**config.mk**
```make
export PLATFORM = sky130hd
export DESIGN_NAME = notch_scheduler_flat
export DESIGN_NICKNAME = d
export VERILOG_FILES = /design/src/rtl/notch_scheduler_if.sv /design/src/rtl/notch_scheduler.sv /design/src/flat_wrapper.sv
export SDC_FILE = /design/constraint.sdc
export NUM_CORES = 1
export LEC_CHECK = 0
export ABC_AREA = 1
export BUFFER_PORTS_ARGS = -buffer_cell sky130_fd_sc_hd__clkbuf_2
export CORE_ASPECT_RATIO = 0.75
export CORE_MARGIN = 10
export CORE_UTILIZATION = 50
export DETAILED_ROUTE_END_ITERATION = 7
export PLACE_DENSITY_LB_ADDON = 0.08
export SETUP_SLACK_MARGIN = 0.15
export SYNTH_ARGS = -nofsm -noshare
export SYNTH_HDL_FRONTEND = slang
export SYNTH_SLANG_ARGS = --single-unit
```
**constraint.sdc**
```tcl
create_clock -name clk -period 10.46 [get_ports clk]
set_input_delay 0.523 -clock clk [delete_from_list [all_inputs] [get_ports clk]]
set_output_delay 0.523 -clock clk [all_outputs]
set_load 0.1 [all_outputs]
```
**src/rtl/notch_scheduler_if.sv**
```systemverilog
// Sample, result and coefficient-write bundle for notch_scheduler.
// The slave modport is the scheduler's view; master is the source/sink side.
interface notch_scheduler_if #(
  parameter int NCH = 2,
  parameter int CW  = (NCH > 1) ? $clog2(NCH) : 1
);
  logic [NCH-1:0]   in_valid;
  logic [8*NCH-1:0] in_data;
  logic [NCH-1:0]   in_ready;
  logic             out_valid;
  logic [7:0]       out_data;
  logic [CW-1:0]    out_ch;
  logic             out_ready;
  logic             cfg_we;
  logic [1:0]       cfg_addr;
  logic [15:0]      cfg_data;
  logic             cfg_ready;

  modport master (
    output in_valid, in_data, out_ready, cfg_we, cfg_addr, cfg_data,
    input  in_ready, out_valid, out_data, out_ch, cfg_ready
  );

  modport slave (
    input  in_valid, in_data, out_ready, cfg_we, cfg_addr, cfg_data,
    output in_ready, out_valid, out_data, out_ch, cfg_ready
  );
endinterface

```
**src/rtl/notch_scheduler.sv**
```systemverilog
// Round-robin scheduler sharing one notch-filter MAC across NCH sample streams.
// Optional NOTCH_BYPASS_EN adds bypass_i, which forwards the raw sample unfiltered.
module notch_scheduler #(
  parameter int NCH = 2,
  parameter int CW  = (NCH > 1) ? $clog2(NCH) : 1
) (
  input  logic clk,
  input  logic rst,
`ifdef NOTCH_BYPASS_EN
  input  logic bypass_i,
`endif
  notch_scheduler_if.slave bus
);
  typedef enum logic [2:0] {IDLE, MUL0, MUL1, MUL2, OUT} state_t;

  localparam logic signed [15:0] A1_RST  = 16'sd31130;
  localparam logic signed [15:0] RA1_RST = 16'sd29491;
  localparam logic signed [15:0] R2_RST  = 16'sd15401;

  state_t             state_q, state_d;
  logic [CW-1:0]      lastGrant_q, ch_q, grantIdx, grantCand;
  logic               grantValid, bypassHit;
  int                 rrIdx;
  logic signed [15:0] a1_q, ra1_q, r2_q;
  logic signed [15:0] x1_q [NCH];
  logic signed [15:0] x2_q [NCH];
  logic signed [15:0] y1_q [NCH];
  logic signed [15:0] y2_q [NCH];
  logic signed [15:0] x0_q, sampleX0, coef, opnd, y16;
  logic signed [31:0] acc_q, acc_d, product, prodShifted;
  logic [7:0]         sample, outData_q;
  logic [CW-1:0]      outCh_q;

`ifdef NOTCH_BYPASS_EN
  assign bypassHit = bypass_i;
`else
  assign bypassHit = 1'b0;
`endif

  // Search starts one past the last grant so every requester gets a turn.
  always_comb begin
    grantValid = 1'b0;
    grantIdx   = '0;
    grantCand  = '0;
    rrIdx      = 0;
    for (int k = 1; k <= NCH; k++) begin
      rrIdx     = (int'(lastGrant_q) + k) % NCH;
      grantCand = CW'(rrIdx);
      if (!grantValid && bus.in_valid[grantCand]) begin
        grantValid = 1'b1;
        grantIdx   = grantCand;
      end
    end
  end

  assign sample   = bus.in_data[{grantIdx, 3'b000} +: 8];
  assign sampleX0 = {sample, 8'b0};

  always_comb begin
    coef = a1_q;
    opnd = x1_q[ch_q];
    case (state_q)
      MUL1: begin
        coef = ra1_q;
        opnd = y1_q[ch_q];
      end
      MUL2: begin
        coef = r2_q;
        opnd = y2_q[ch_q];
      end
      default: ;
    endcase
    product     = 32'(coef) * 32'(opnd);
    prodShifted = product >>> 14;

    acc_d = acc_q;
    case (state_q)
      IDLE:    acc_d = 32'(sampleX0) + 32'(x2_q[grantIdx]);
      MUL0:    acc_d = acc_q - prodShifted;
      MUL1:    acc_d = acc_q + prodShifted;
      MUL2:    acc_d = acc_q - prodShifted;
      default: ;
    endcase

    if (acc_d > 32'sd32767)
      y16 = 16'sh7FFF;
    else if (acc_d < -32'sd32768)
      y16 = 16'sh8000;
    else
      y16 = acc_d[15:0];
  end

  always_comb begin
    state_d       = state_q;
    bus.in_ready  = '0;
    bus.cfg_ready = 1'b0;
    case (state_q)
      IDLE: begin
        bus.cfg_ready = 1'b1;
        if (grantValid) begin
          bus.in_ready[grantIdx] = 1'b1;
          state_d = bypassHit ? OUT : MUL0;
        end
      end
      MUL0:    state_d = MUL1;
      MUL1:    state_d = MUL2;
      MUL2:    state_d = OUT;
      OUT:     if (bus.out_ready) state_d = IDLE;
      default: state_d = IDLE;
    endcase
  end

  always_ff @(posedge clk) begin
    if (rst) state_q <= IDLE;
    else     state_q <= state_d;
  end

  // Channel state commits in MUL2, so a stalled OUT never loses a result.
  always_ff @(posedge clk) begin
    if (rst) begin
      lastGrant_q <= CW'(NCH - 1);
      ch_q        <= '0;
      x0_q        <= '0;
      acc_q       <= '0;
      outData_q   <= '0;
      outCh_q     <= '0;
      a1_q        <= A1_RST;
      ra1_q       <= RA1_RST;
      r2_q        <= R2_RST;
      for (int i = 0; i < NCH; i++) begin
        x1_q[i] <= '0;
        x2_q[i] <= '0;
        y1_q[i] <= '0;
        y2_q[i] <= '0;
      end
    end else begin
      acc_q <= acc_d;
      if (bus.cfg_we && state_q == IDLE) begin
        case (bus.cfg_addr)
          2'd0:    a1_q  <= bus.cfg_data;
          2'd1:    ra1_q <= bus.cfg_data;
          2'd2:    r2_q  <= bus.cfg_data;
          default: ;
        endcase
      end
      if (state_q == IDLE && grantValid) begin
        lastGrant_q <= grantIdx;
        ch_q        <= grantIdx;
        x0_q        <= sampleX0;
        if (bypassHit) begin
          outData_q <= sample;
          outCh_q   <= grantIdx;
        end
      end
      if (state_q == MUL2) begin
        outData_q   <= y16[15:8];
        outCh_q     <= ch_q;
        x2_q[ch_q]  <= x1_q[ch_q];
        x1_q[ch_q]  <= x0_q;
        y2_q[ch_q]  <= y1_q[ch_q];
        y1_q[ch_q]  <= y16;
      end
    end
  end

  assign bus.out_valid = (state_q == OUT);
  assign bus.out_data  = outData_q;
  assign bus.out_ch    = outCh_q;
endmodule

```
**src/flat_wrapper.sv**
```systemverilog
// flat-port wrapper written by rule: the top's interface ports become plain ports
module notch_scheduler_flat 
#(
  parameter int NCH = 2,
  parameter int CW  = (NCH > 1) ? $clog2(NCH) : 1
)
  (clk, rst, bus_in_valid, bus_in_data, bus_out_ready, bus_cfg_we, bus_cfg_addr, bus_cfg_data, bus_in_ready, bus_out_valid, bus_out_data, bus_out_ch, bus_cfg_ready);
  notch_scheduler_if #(.NCH(NCH), .CW(CW)) bus_i ();
  input  logic clk;
  input  logic rst;
  input wire logic [$bits(bus_i.in_valid)-1:0] bus_in_valid;
  input wire logic [$bits(bus_i.in_data)-1:0] bus_in_data;
  input wire logic [$bits(bus_i.out_ready)-1:0] bus_out_ready;
  input wire logic [$bits(bus_i.cfg_we)-1:0] bus_cfg_we;
  input wire logic [$bits(bus_i.cfg_addr)-1:0] bus_cfg_addr;
  input wire logic [$bits(bus_i.cfg_data)-1:0] bus_cfg_data;
  output wire logic [$bits(bus_i.in_ready)-1:0] bus_in_ready;
  output wire logic [$bits(bus_i.out_valid)-1:0] bus_out_valid;
  output wire logic [$bits(bus_i.out_data)-1:0] bus_out_data;
  output wire logic [$bits(bus_i.out_ch)-1:0] bus_out_ch;
  output wire logic [$bits(bus_i.cfg_ready)-1:0] bus_cfg_ready;
  assign bus_i.in_valid = bus_in_valid;
  assign bus_i.in_data = bus_in_data;
  assign bus_i.out_ready = bus_out_ready;
  assign bus_i.cfg_we = bus_cfg_we;
  assign bus_i.cfg_addr = bus_cfg_addr;
  assign bus_i.cfg_data = bus_cfg_data;
  assign bus_in_ready = bus_i.in_ready;
  assign bus_out_valid = bus_i.out_valid;
  assign bus_out_data = bus_i.out_data;
  assign bus_out_ch = bus_i.out_ch;
  assign bus_cfg_ready = bus_i.cfg_ready;
  notch_scheduler #(.NCH(NCH), .CW(CW)) u_core (.clk(clk), .rst(rst), .bus(bus_i));
endmodule
```
* After elaboration in Yosys (flattened, before gate mapping) *
Memory sizes are Yosys's and may differ from the RTL's. A register that Yosys moved wholly into a read port is not among the register bits.
Cells that the tools add are included.

storage, ports and cells
  input bits = 40
  register bits after elaboration = 102
  memory bits (read-only) = 0
  bits in latches = 0
  memory bits (writable) = 112
  memories kept = 4
  word-level logic and storage cells = 95
  output and inout port bits = 13

cells by class
  add/sub/neg operators = 5
  bitwise operators = 0
  shift-type cells = 1
  multiply operators = 1
  reductions and logical operators = 16
  mux-type cells = 44
  equal/unequal tests = 8
  div/mod/pow operators = 0
  $lt $le $gt $ge = 6

memory list
  memory       depth  width  read ports  clocked after Yosys merged registers in  wr ports  RTL line               RTL
  u_core.x2_q  2      16     1           0                                        2         notch_scheduler.sv:26  logic signed [15:0] x2_q [NCH];
  u_core.y1_q  2      16     1           1                                        2         notch_scheduler.sv:27  logic signed [15:0] y1_q [NCH];
  u_core.y2_q  2      16     1           1                                        2         notch_scheduler.sv:28  logic signed [15:0] y2_q [NCH];
  u_core.x1_q  2      8      1           1                                        2         notch_scheduler.sv:25  logic signed [15:0] x1_q [NCH];

operator list
  cell                                                                               count
  32-bit one-hot mux with 3 select lines                                             1
  16-bit 2-to-1 mux                                                                  5
  16-bit one-hot mux with 2 select lines                                             2
  16-bit OR reduction                                                                3
  32-bit by 18-bit adder with 32-bit output                                          1
  32-bit by 16-bit greater-than comparator with 1-bit output, second input constant  1
  32-bit by 16-bit less-than comparator with 1-bit output, second input constant     1
  16-bit by 16-bit multiplier with 32-bit output                                     1
  32-bit by 18-bit subtractor with 32-bit output                                     1
  1-bit 2-to-1 mux                                                                   29
  16-bit by 16-bit adder with 17-bit output                                          1
  16-bit by 5-bit indexed part select with 8-bit output                              1
  3-bit one-hot mux with 5 select lines                                              1
  8-bit 2-to-1 mux                                                                   1
  2-bit AND reduction                                                                4
  8-bit OR reduction                                                                 1
  3-bit by 2-bit == test with 1-bit output, second input constant                    2
  1-bit by 2-bit less-than comparator with 1-bit output, second input constant       3
  3-bit 2-to-1 mux                                                                   2
  1-bit logical AND                                                                  4
  2-bit 2-to-1 mux                                                                   2
  3-bit by 1-bit == test with 1-bit output, second input constant                    1
  3-bit == test, second input constant                                               1
  3-bit logical NOT                                                                  1
  10 further kinds                                                                   11

* Logic depth before layout (Yosys ltp) *
Gate-level depths: netlist (run 1).

  depth after elaboration = 14
  gate-level depth with buffers = 67
  mapped depth without buffers = 64

* Worst setup path after synthesis (run 1) *
OpenSTA, ideal clock, no wires.

  kind = register to register
  start point = reg with a tool-made name
  end point = mem u_core.y1_q[0][14], data pin
  setup slack = 0.513 ns
  buffers on the path = 5
  required time = 10.184 ns
  arrival = 9.671 ns
  period minus slack after synthesis = 9.947 ns
  setup time = 0.276 ns
  cell stages (with the launch flop) = 59
  path through = dfxtp_1 -> clkbuf_1 -> clkbuf_1 -> nand2_1 -> nand2_1 -> inv_1 -> o221ai_1 -> clkbuf_1 -> nand2_1 -> fa_1 -> inv_1 -> fa_1 -> inv_1 -> fa_1 -> inv_1 -> fa_1 -> fa_1 -> inv_1 -> [... 23 more ...] -> ha_1 -> a21oi_1 -> o21ai_0 -> a21oi_1 -> nand3_1 -> nand3_1 -> o2111ai_1 -> or2_2 -> nand3_1 -> nand2_1 -> o21ai_0 -> nand3_1 -> nor2_1 -> nand3_1 -> nand2_2 -> buf_6 -> buf_6 -> a21oi_2

RTL lines
  item              RTL line
  end: declaration  notch_scheduler.sv:27

==> results.py, run 1 <==
metrics = {
    "finish": {
        "seq_area_um2": 4950,
        "utilization_pct": 66.4,
        "final_net_count": 3678,
        "drive_above_1_share_pct": 28.5,
        "multiInputGateArea_um2": 15400,
        "fillers": 3613,
        "syn_to_final_growth_pct": 31.0,
    },
    "grt": {
        "grt.total_usage_pct": 27.3,
        "grt_overflow": 0,
        "grt_use_met3_pct": 9.00,
        "use_met2_pct": 36.8,
        "grt_pass1_wl_um": 109000,
        "grt_max_degree": 56,
        "grt_pass1_vias": 19400,
        "grt.busiest_layer": "met1",
        "gr-usage-met1_pct": 41.4,
        "antenna_found_initial": 1,
    },
    "sta": {
        "hold_viol": 0,
        "grt_setup_unrepaired": "true",
        "relSlewSlack_pct": 25.2,
        "worst_pin_slew_ns": 1.12,
        "slew_viol_final": 0,
        "skew_ns": 0.0200,
        "fin_crit_sh_pct": 96.9,
        "max_freq_mhz": 98.6,
        "setup_viol": 0,
        "min_period_ns": 10.14,
    },
    "cts": {
        "clock-root-buffer": "clkbuf_16",
        "clk_pin_slew_ns": 0.09,
        "ctsLongestPathBuffers": 2,
        "cts_made_buffers": 17,
        "clock_sinks": 199,
        "clk_latency_ns": 0.48,
        "htreeDepth": 4,
        "cts_tree": "built",
    },
    "place": {
        "gp_congestion": 0.929,
        "io_buffers": 52,
        "dp_hpwl_um": 56300,
    },
    "die": {
        "initial_core_util_pct": 50.7,
        "core-area_um2": 42200,
        "row_count": 65,
        "die-area_um2": 51600,
        "die_y_um": 199,
        "io_pins": 53,
        "die_x_um": 259,
    },
    "yosys": {
        "syn_inst": 2799,
        "avgSynthCellArea_um2": 7.65,
        "syn-num-nets": 3221,
        "synthFlopType": "dfxtp_1",
        "yosysSeqAreaShare_pct": 23.1,
        "synth_edf_count": 96,
        "synth_seq_cells": 199,
        "ys_types": 53,
        "synth.most_common_cell": "nand2_1",
        "synth_commonest_cells": "585 x nand2_1, 576 x inv_1, 379 x nor2_1, 263 x fa_1, 128 x o21ai_0",
        "ys_async_sr_fraction_pct": 0,
        "synth_top_area_share_pct": 24.6,
        "yosysWarningCount": 0,
        "synth_area_um2": 21400,
        "synth_top_area_cell": "fa_1",
        "synthTopCellsByArea": "fa_1 25%, edfxtp_1 13%, nand2_1 10%",
    },
    "worst_setup_path": {
        "cp_slowest_cell": "fa_2",
        "startpoint_type": "flop",
        "endpoint_kind": "flop",
        "crit_top_cell": "nand2_1",
        "critPathKind": "flop to flop",
        "crit_fanout": 8,
        "critPathMaxStageDelay_ns": 0.61,
        "cp.required_ns": 10.78,
        "arrival_ns": 10.46,
    },
    "drt": {
        "drt-initial-drc-count": 1703,
        "firstDrtPassIters": 6,
        "drcViolationCount": 0,
        "viasPerCell": 5.23,
        "wire_per_inst_um": 18.6,
        "vias": 20100,
        "ant_nets": 0,
        "wl_um": 71300,
    },
    "job": {
        "maxCapViolations": 0,
    },
    "hold_path": {
        "hold_class": "primary input to flop",
    },
    "run_status": {
        "status": "complete, no violations",
    },
}
worst max-delay path: cells and delay by family, from the launching register on:
kind / cells / cell delay [ns]
AND/OR/NAND/NOR: 23 / 2.45
flip-flops: 1 / 0.34
buffers and inverters: 19 / 2.11
adder cells (fa/ha/maj): 8 / 3.73
XOR/XNOR: 2 / 0.30
AO/OA/AOI/OAI: 6 / 1.03
state kept, by name, summed over array words and instances (netlist names), 3 cells and up, named ones only:
signal and flops:
u_core.acc_q 32, u_core.y2_q 32, u_core.bus.out_data 8, u_core.a1_q 16
u_core.x1_q 16, u_core.ra1_q 16, u_core.x2_q 16, u_core.y1_q 32
u_core.r2_q 16, u_core.state_q 3, u_core.x0_q 8
repair_timing:
item | CTS | global route
buffers inserted | 25 | 53
gates cloned | 3 | 2
hold buffers | 0 | 0
gates resized for setup | 121 | 336
setup endpoints to repair | 42 | 44
pin swaps | 32 | 161
path summary, 6_finish.rpt:
| path | start | slack (ns) | cells after the start | end |
|---|---|---|---|---|
| hold / removal | bus_cfg_data[14] | 0.28 | 3 | u_core.a1_q[14] |
| setup reg to reg | u_core.state_q[0] | 0.32 | 58 | u_core.y1_q[1][13] |
| setup / recovery | u_core.state_q[0] | 0.32 | 58 | u_core.y1_q[1][13] |
| hold reg to reg | u_core.r2_q[1] | 0.46 | 2 | u_core.r2_q[1] |
cells by family (layout without fill, tap and decap cells):
logic type | after synthesis | in the layout | synth area share (%)
adders and majority gates | 382 | 382 | 31.5
xor gates and xnor gates | 30 | 30 | 1.26
DFF | 199 | 199 | 23.1
buffers and inverters | 666 | 1134 | 11.9
AOI/OAI and AO/OA | 364 | 364 | 9.82
and+or+nand+nor | 1149 | 1151 | 22.0
other | 0 | 1 | 0
muxes | 9 | 9 | 0.421
through the flow:
step	setup WS (ns)	cells	instance area, µm²	TNS (ns)	hold slack [ns]
6_report	0.320	3839	28000	0	0.284
4_1_cts	0.151	3783	26400	0	0.277
2_1_floorplan	0.513	2799	21400	0	0.429
5_1_grt	-0.175	3838	28000	-4.86	0.284
3_3_place_gp	-0.533	3723	25100	-17.37	0.440
3_5_place_dp	-0.506	3723	25100	-16.48	0.443
metal layers:
metal	wire length, µm	up-vias
met5	45	-
li1	-	9545
met3	7280	69
met2	28900	734
met1	34100	9716
met4	1020	2
final cells by class:
| type | instances | share of cell area [%] |
|---|---|---|
| Inverter | 582 | 7.93 |
| Clock buffer | 17 | 1.52 |
| Timing Repair Buffer | 520 | 14.7 |
| Multi-Input combinational cell | 1936 | 54.9 |
| Sequential cell | 199 | 17.7 |
| Clock inverter | 15 | 0.683 |
| Tap cell | 569 | 2.54 |
| Antenna cell | 1 | 0.00892 |
cells in the final DEF, fill, tap and decap left out, types with 21 or more instances in the layout:
master	instances
nand2_1	525
inv_1	520
buf_4	414
nor2_1	341
fa_1	237
o21ai_0	103
a21oi_1	100
dfxtp_1	99
edfxtp_1	96
ha_1	91
nand3_1	76
nand2_2	63
clkbuf_2	53
inv_2	47
buf_6	33
nor2_2	32
a21oi_2	32
fa_2	26
ha_4	24
nand2_4	22
o21a_1	21
Power of run 1 is not shown: default switching activity piles up to over one toggle a cycle in this logic, so the estimate is an artifact.
==> run 2, diff against run 1 <==
--- a/config.mk
+++ b/config.mk
@@ -7,9 +7,11 @@
 export LEC_CHECK = 0
 export ABC_AREA = 1
 export BUFFER_PORTS_ARGS = -buffer_cell sky130_fd_sc_hd__clkbuf_2
+export CELL_PAD_IN_SITES_DETAIL_PLACEMENT = 0
+export CELL_PAD_IN_SITES_GLOBAL_PLACEMENT = 2
 export CORE_ASPECT_RATIO = 0.75
 export CORE_MARGIN = 10
-export CORE_UTILIZATION = 50
+export CORE_UTILIZATION = 35
 export DETAILED_ROUTE_END_ITERATION = 7
 export PLACE_DENSITY_LB_ADDON = 0.08
 export SETUP_SLACK_MARGIN = 0.15
==> run 2 against run 1 <==
Fmax down 0.38%. Clock skew grew 0.0016 ns. Wire length is 7.5% higher. Non-clock buffer count up 74. Utilization shrank 18 points. Via count fell by 1.3%. Highest routed layer is now met4. Hold slack improved by 0.013 ns. Final cell count grew 7.9%. Count of clock-buffer cells in the layout up 1. Critical path depth is 1 lower. Sequential cell count stayed put.
==> results.py, run 2 (synthesized netlist as in run 1, its figures left out) <==
metrics = {
    "die": {
        "row_count": 78,
        "die_y_um": 234,
        "initial_core_util_pct": 35.4,
        "die-area_um2": 71600,
        "core-area_um2": 60500,
        "die_x_um": 306,
        "io_pins": 53,
    },
    "worst_setup_path": {
        "crit_top_cell": "buf_4",
        "crit-reg2reg-launch": "u_core.state_q[2]",
        "cp.required_ns": 10.65,
        "arrival_ns": 10.37,
        "timing.rr.end": "u_core.y1_q[0][4]",
        "reg2reg_depth": 57,
        "critPathMaxStageDelay_ns": 0.63,
        "cp_slowest_cell": "fa_2",
        "r2r_setup_slack_ns": 0.28,
        "endpoint_kind": "flop",
        "crit_fanout": 5,
        "startpoint_type": "flop",
        "critPathKind": "flop to flop",
    },
    "sta": {
        "max_freq_mhz": 98.2,
        "skew_ns": 0.0216,
        "relSlewSlack_pct": 19.8,
        "worst_pin_slew_ns": 1.20,
        "setup_viol": 0,
        "slew_viol_final": 0,
        "grt_setup_unrepaired": "true",
        "fin_crit_sh_pct": 97.3,
        "hold_viol": 0,
        "min_period_ns": 10.18,
    },
    "finish": {
        "final_net_count": 3751,
        "diodes": 0,
        "most-common-layout-cells": "526 x nand2_1, 518 x inv_1, 477 x buf_4",
        "utilization_pct": 48.4,
        "reg.largest.list": "u_core.acc_q x32, u_core.y1_q x32, u_core.y2_q x32",
        "drive_above_1_share_pct": 31.2,
        "syn_to_final_growth_pct": 36.9,
        "final_common_cell": "nand2_1",
    },
    "cts": {
        "cts_tree": "built",
        "clk_latency_ns": 0.48,
        "ctsLongestPathBuffers": 2,
        "clock_sinks": 199,
        "clock-root-buffer": "clkbuf_16",
        "holdBufCountCts": 0,
        "cts_made_buffers": 17,
        "clk_pin_slew_ns": 0.09,
        "htreeDepth": 4,
    },
    "grt": {
        "grt_overflow": 0,
        "grt_pass1_vias": 19700,
        "grt.total_usage_pct": 21.4,
        "grt_pass1_wl_um": 119000,
        "grt_max_degree": 53,
        "antenna_found_initial": 0,
    },
    "hold_path": {
        "hold_depth": 3,
        "hp-start": "bus_cfg_data[4]",
        "min_to": "u_core.a1_q[4]",
        "hold_class": "primary input to flop",
    },
    "drt": {
        "wire_per_inst_um": 18.5,
        "firstDrtPassIters": 5,
        "viasPerCell": 4.78,
        "drcViolationCount": 0,
        "wl_um": 76600,
        "vias": 19800,
        "ant_nets": 0,
        "drt-initial-drc-count": 1575,
    },
    "place": {
        "gp_congestion": 0.894,
        "dp_hpwl_um": 62300,
        "io_buffers": 52,
    },
    "run_status": {
        "status": "complete, no violations",
    },
    "job": {
        "maxCapViolations": 0,
    },
}
## run 2: what timing repair did
item	in CTS	in global routing
endpoints found under the setup margin	53	44
pin swaps	63	110
setup buffers	43	36
resized for setup	195	324
gates cloned	3	2
## run 2: worst max path at each step
| stage | startpoint | endpoint | slack, ns |
|---|---|---|---|
| global route | u_core.state_q[2] | u_core.y1_q[0][12] | -0.17 |
| detailed placement | u_core.state_q[2] | u_core.y1_q[0][2] | -1.14 |
| CTS | u_core.state_q[2] | u_core.y1_q[1][11] | 0.15 |
| finish | u_core.state_q[2] | u_core.y1_q[0][4] | 0.28 |
| floorplan | flop | u_core.y1_q[0][14] | 0.51 |
| global placement | u_core.state_q[2] | u_core.y1_q[1][13] | -1.20 |
## run 2: cell type report
| type | count | area, µm² |
|---|---|---|
| flip-flops and latches | 199 | 4960 |
| multi-input cells | 1935 | 15700 |
| well taps | 800 | 1000 |
| repair buffers | 594 | 4820 |
| fillers | 6007 | 31200 |
| clock buffers | 18 | 429 |
| inverters | 582 | 2220 |
| clock inverters | 14 | 170 |
## run 2: critical path: cells and delay by family, from the launching register on
kind | cells | cell delay (ns)
fa+ha+maj | 8 | 3.56
flops | 1 | 0.38
compound gates | 11 | 1.36
simple gates | 21 | 2.56
xor+xnor | 1 | 0.18
buf+inv | 16 | 1.82
## run 2: per-stage QoR
step	cell area [µm²]	setup TNS (ns)	setup slack (ns)	hold WS, ns	instances
3_5_place_dp	26000	-43.69	-1.14	0.444	4026
2_1_floorplan	21400	0	0.513	0.429	2799
5_1_grt	29300	-5.22	-0.171	0.284	4142
6_report	29300	0	0.281	0.297	4142
3_3_place_gp	26000	-47.02	-1.20	0.439	4026
4_1_cts	27800	0	0.152	0.272	4104
## run 2: metal layers
layer / global-route usage, % / part of all wire [%] / vias up
met1: 34.7 / 54 / 9574
met4: 3.14 / 1.0 / 0
met2: 29.0 / 39 / 503
met3: 3.74 / 6.3 / 36
met5: 0 / 0 / -
li1: - / - / 9698
Power of run 2 is left out for the same reason.
